`src/rtl/led_pkg.sv`:
```
// Shared constants for the LED pattern generator: pattern mode encodings,
// default board timing, and a width helper for the position register.
package led_pkg;

    localparam logic [1:0] MODE_LEFT     = 2'd0;
    localparam logic [1:0] MODE_RIGHT    = 2'd1;
    localparam logic [1:0] MODE_PINGPONG = 2'd2;
    localparam logic [1:0] MODE_BLINK    = 2'd3;

    // 100 ms and 25 ms at a 50 MHz board clock.
    localparam int unsigned T100MS = 5_000_000;
    localparam int unsigned T25MS  = 1_250_000;

    // A single-LED build still needs a 1-bit position register.
    function automatic int unsigned pos_width(input int unsigned n);
        return (n > 1) ? $clog2(n) : 1;
    endfunction

endpackage

```
`src/rtl/led_step_timer.sv`:
```
// Step timer: counts 0..STEP_CYC-1 while enabled, holds while disabled,
// and flags the last cycle of each step both combinationally (for the
// position update in the parent) and as a registered Step_tick pulse.
module led_step_timer #(
    parameter int unsigned STEP_CYC = 10,
    parameter int unsigned CNT_W    = $clog2(STEP_CYC)
) (
    input  logic             CLK,
    input  logic             RSTn,
    input  logic             En,
    output logic [CNT_W-1:0] Count,
    output logic             boundary,
    output logic             Step_tick
);

    localparam logic [CNT_W-1:0] LAST = CNT_W'(STEP_CYC - 1);

    // A boundary only happens on an enabled cycle, so dropping En on the
    // last cycle suppresses both the wrap and the pattern advance.
    assign boundary = En && (Count == LAST);

    // Count advances and wraps only while enabled; the tick mirrors the boundary.
    always_ff @(posedge CLK or negedge RSTn) begin
        if (!RSTn) begin
            Count     <= '0;
            Step_tick <= 1'b0;
        end else begin
            Step_tick <= boundary;
            if (En) begin
                Count <= boundary ? '0 : Count + CNT_W'(1);
            end
        end
    end

endmodule

```
`src/rtl/led_flow_gen.sv`:
```
// Multi-channel LED pattern generator: flow left, flow right, ping-pong
// and blink-all, each step lasting STEP_CYC cycles with the LEDs lit for
// the first ON_CYC cycles of the step.
module led_flow_gen
    import led_pkg::*;
#(
    parameter int unsigned N_LED    = 4,
    parameter int unsigned STEP_CYC = T100MS,
    parameter int unsigned ON_CYC   = T25MS,
    parameter int unsigned CNT_W    = $clog2(STEP_CYC)
) (
    input  logic             CLK,
    input  logic             RSTn,
    input  logic             En,
    input  logic [1:0]       Mode,
    output logic [N_LED-1:0] LED_out,
    output logic             Step_tick
);

    localparam int unsigned      POS_W   = pos_width(N_LED);
    localparam logic [POS_W-1:0] POS_MAX = POS_W'(N_LED - 1);

    logic [CNT_W-1:0] count;
    logic             boundary;
    logic [POS_W-1:0] pos;
    logic [POS_W-1:0] pos_nxt;
    logic             dir;
    logic             dir_nxt;
    logic [1:0]       cur_mode;
    logic [N_LED-1:0] pattern;
    logic             lit;

    led_step_timer #(
        .STEP_CYC (STEP_CYC),
        .CNT_W    (CNT_W)
    ) u_timer (
        .CLK       (CLK),
        .RSTn      (RSTn),
        .En        (En),
        .Count     (count),
        .boundary  (boundary),
        .Step_tick (Step_tick)
    );

    // Next position/direction, applied only at a step boundary. A new mode
    // restarts from its natural first position instead of advancing.
    always_comb begin
        pos_nxt = pos;
        dir_nxt = dir;
        if (Mode != cur_mode) begin
            dir_nxt = 1'b0;
            pos_nxt = (Mode == MODE_RIGHT) ? POS_MAX : '0;
        end else if (N_LED > 1) begin
            case (cur_mode)
                MODE_LEFT:  pos_nxt = (pos == POS_MAX) ? '0 : pos + POS_W'(1);
                MODE_RIGHT: pos_nxt = (pos == '0) ? POS_MAX : pos - POS_W'(1);
                MODE_PINGPONG: begin
                    if (!dir) begin
                        if (pos == POS_MAX) begin
                            pos_nxt = pos - POS_W'(1);
                            dir_nxt = 1'b1;
                        end else begin
                            pos_nxt = pos + POS_W'(1);
                        end
                    end else begin
                        if (pos == '0) begin
                            pos_nxt = pos + POS_W'(1);
                            dir_nxt = 1'b0;
                        end else begin
                            pos_nxt = pos - POS_W'(1);
                        end
                    end
                end
                default: ;
            endcase
        end
    end

    // Pattern for the current step and whether we are inside the on-window.
    always_comb begin
        pattern = '0;
        for (int i = 0; i < int'(N_LED); i++) begin
            pattern[i] = (cur_mode == MODE_BLINK) || (int'(pos) == i);
        end
        lit = 32'(count) < ON_CYC;
    end

    // Pattern state updates at boundaries; LED drive is registered every cycle.
    always_ff @(posedge CLK or negedge RSTn) begin
        if (!RSTn) begin
            pos      <= '0;
            dir      <= 1'b0;
            cur_mode <= MODE_LEFT;
            LED_out  <= '0;
        end else begin
            if (boundary) begin
                pos      <= pos_nxt;
                dir      <= dir_nxt;
                cur_mode <= Mode;
            end
            LED_out <= (En && lit) ? pattern : '0;
        end
    end

endmodule

```
`config.mk`:
```
export PLATFORM = sky130hd
export DESIGN_NAME = led_flow_gen
export DESIGN_NICKNAME = d
export VERILOG_FILES = /design/src/rtl/led_pkg.sv /design/src/rtl/led_step_timer.sv /design/src/rtl/led_flow_gen.sv
export SDC_FILE = /design/constraint.sdc
export NUM_CORES = 1
export LEC_CHECK = 0
export CAP_MARGIN = 20
export CORE_UTILIZATION = 30
export CTS_CLUSTER_DIAMETER = 120
export DETAILED_ROUTE_END_ITERATION = 6
export PLACE_DENSITY = 0.48
export RECOVER_POWER = 100
export SLEW_MARGIN = 10
export SYNTH_ARGS = -nofsm -noshare
export SYNTH_HDL_FRONTEND = slang
export SYNTH_SLANG_ARGS = --single-unit
```
`constraint.sdc`:
```
create_clock -name CLK -period 3.35 [get_ports CLK]
set_input_delay 0.67 -clock CLK [delete_from_list [all_inputs] [get_ports CLK]]
set_output_delay 0.67 -clock CLK [all_outputs]
set_load 0.05 [all_outputs]
```
==> results.ini <==
[run_status]
status=complete, but fails checks
violations=max-capacitance violations, max-slew violations

[power_and_ir_drop]
comb_power_share=0.080
power_switching_mw=0.232
p_leak_nw=0.938
power_mw=0.938
powerDensity_nw_per_um2=437
swShare=0.248
p_int_mw=0.705
vdd_drop_max_mv=0.229
pwr-share-clk=0.411
p_seq_frac=0.509

[cells_and_area]
final_cell_mix=33 x dfrtp_1, 16 x nor2_1, 14 x o21ai_0
nets=217
stdcell_area_um2=2140
antenna_cells=0
area_growth_pct=14.6
fill_cells=629
layout_commonest_cell=dfrtp_1
multiInputGateArea_um2=965
seq_area_um2=826
drive_gt1_frac=0.0640

[route]
antenna_left=0
via_per_inst=5.05
wl_per_cell_um=14.0
met1Wirelength_mm=2.08
drc=0
first_iter_violations=126
met3_length_um=87
dr.pass1.iters=4
vias=1403
wl_met2_mm=1.69
top_layer_used=met4
finalWirelength_mm=3.89

[global_routing]
antenna_found_initial=0
grt_util_all_layers=0.142
grt_max_degree=34
grt_pass1_vias=1340
grt_overflow_total=0
grt_first_pass_wirelength_mm=7.00

[clock_network]
cts_tree=built
cts.sinks=33
cts.path.max_buffers=2
hold_buffers=0
cts_root_buffer=clkbuf_8
post-cts-setup-buffers=0
clock_latency_ns=0.28
cts_buffers=5
htreeDepth=2
ctsResizeCount=0
path_clk_slew_ns=0.07

[critical_path]
r2r-start=u_timer.Count[0]$_DFFE_PN0P_
max_stage_delay_ns=0.73
worst-setup-path-type=primary input to flop
critPathMaxFanout=11
end_kind=flop
critical_path_arrival_ns=2.84
path_cells=dlygate4sd3_1 > nand2_1 > or4_1 > or2_4 > inv_2 > o21ai_0
cp.required_ns=3.51
worstSetupStartpoint=En
cp_slowest_cell=or4_1
start_kind=primary input

[placed_design]
hpwl_mm=2.73
place_congestion=0.729
io_buffers=9
dpl_cell_area_um2=2040

[synthesis]
syn_area_um2=1870
yosysWarnings=0
syn_avg_cell_area_um2=9.95
ys_seq_area_frac=0.441
yosysUniqueCellTypes=43
synth_edf_count=0
syn_inst=188
synth-async-reset-ratio=1.00
synth_seq_cells=33
syn_nets=203
synth_ff_type=dfrtp_1

[sta]
report.final.slew_viol_count=34
max_slew_margin=-0.230
finalSetupTns_ns=0
timing.hold.ws_ns=0.548
finalHoldViolations=0
max_freq_mhz=373
setup_violations=0
min_period_ns=2.68
fin_crit_sh=0.800
rsz0062_at_grt=false
skew_ns=0.00493
tightest_slew_ns=1.85

[die]
io_pins=10
rows=28
initial_core_util=0.314
core_area_um2=5960
fp.dieH_um=81.0
dieArea_um2=6550
die_x_um=81.0

[job]
drv_cap=1

[min_path]
hold_start=u_timer.Count[22]$_DFFE_PN0P_
min-delay-path-class=flop to flop

==> synthesized netlist by cell type (2+ instances only) <==
master	n	area [um2]
nand4b_1	2	17.5
o21ai_0	14	70.1
a21oi_1	3	15.0
nor3_1	6	30.0
o31ai_1	7	52.6
buf_6	2	22.5
nand2b_1	3	18.8
or3b_2	2	17.5
nand4_1	5	31.3
o2bb2ai_1	2	17.5
nand3_1	7	35.0
nor4b_1	2	17.5
ha_1	10	125
mux2i_1	2	20.0
xnor2_1	13	114
nor2_1	16	60.1
a211oi_1	2	15.0
inv_1	11	41.3
xor2_1	6	52.6
nand2_1	10	37.5
nor4_1	4	25.0
and3_1	6	37.5
dfrtp_1	33	826
==> registers in the layout, indices dropped and copies added, names as in the netlist <==
| name | count |
|---|---|
| u_timer.Count | 23 |
| LED_out | 4 |
| cur_mode | 2 |
| pos | 2 |
| dir | 1 |
| u_timer.Step_tick | 1 |
==> kinds of logic (layout without fill, tap and decap cells) <==
group           after synthesis  after routing  share of synthesized area
compound gates               37             37                      0.133
buf+inv                      16             31                     0.0408
fa+ha+maj                    10             10                     0.0669
flops                        33             33                      0.441
xor+xnor                     19             19                     0.0890
mux                           2              2                     0.0107
simple gates                 71             71                      0.218
==> final timing paths <==
check                                                end  slack [ns]  depth (start not counted)
min                        u_timer.Count[22]$_DFFE_PN0P_        0.55                          1
min reg2reg                u_timer.Count[22]$_DFFE_PN0P_        0.55                          1
min in group asynchronous   u_timer.Count[5]$_DFFE_PN0P_        1.42                          2
max in group asynchronous  u_timer.Count[22]$_DFFE_PN0P_        0.86                          2
max                         u_timer.Count[0]$_DFFE_PN0P_        0.67                          6
max reg2reg                 u_timer.Count[0]$_DFFE_PN0P_        1.14                          6
==> area by class of cell <==
type	instances	share of cell area
multi-input cells	139	0.450
flip-flops and latches	33	0.385
repair buffers	11	0.0455
well taps	75	0.0438
clock buffers	7	0.0403
inverters	12	0.0210
clock inverters	1	0.0140
==> layer usage <==
metal,vias up,GRT usage
met1,674,0.211
met3,4,0.0315
met5,-,0
li1,709,-
met4,0,0.0518
met2,16,0.197
==> critical path, delay by kind of cell <==
family,cells,cell delay [ns]
compound gates,1,0.11
buf+inv,2,0.81
simple gates,3,1.24
==> power groups by stage <==
stage	clock network, mW	logic, mW	registers (mW)
3_3_place_gp	0	0.0780	0.483
2_1_floorplan	0	0.0518	0.476
4_1_cts	0.400	0.0785	0.478
6_report	0.385	0.0751	0.477
5_1_grt	0.419	0.0883	0.482
3_5_place_dp	0	0.0776	0.484
==> through the flow <==
stage | util | cells | worst slack, ns
after floorplan | - | 188 | 1.30
after global placement | 0.342 | 270 | 0.594
after detailed placement | 0.342 | 270 | 0.529
after CTS | 0.362 | 278 | 0.849
after global routing | 0.360 | 278 | 0.439
final | 0.360 | 278 | 0.669
Note: power is estimated with default switching activity, not from simulation.
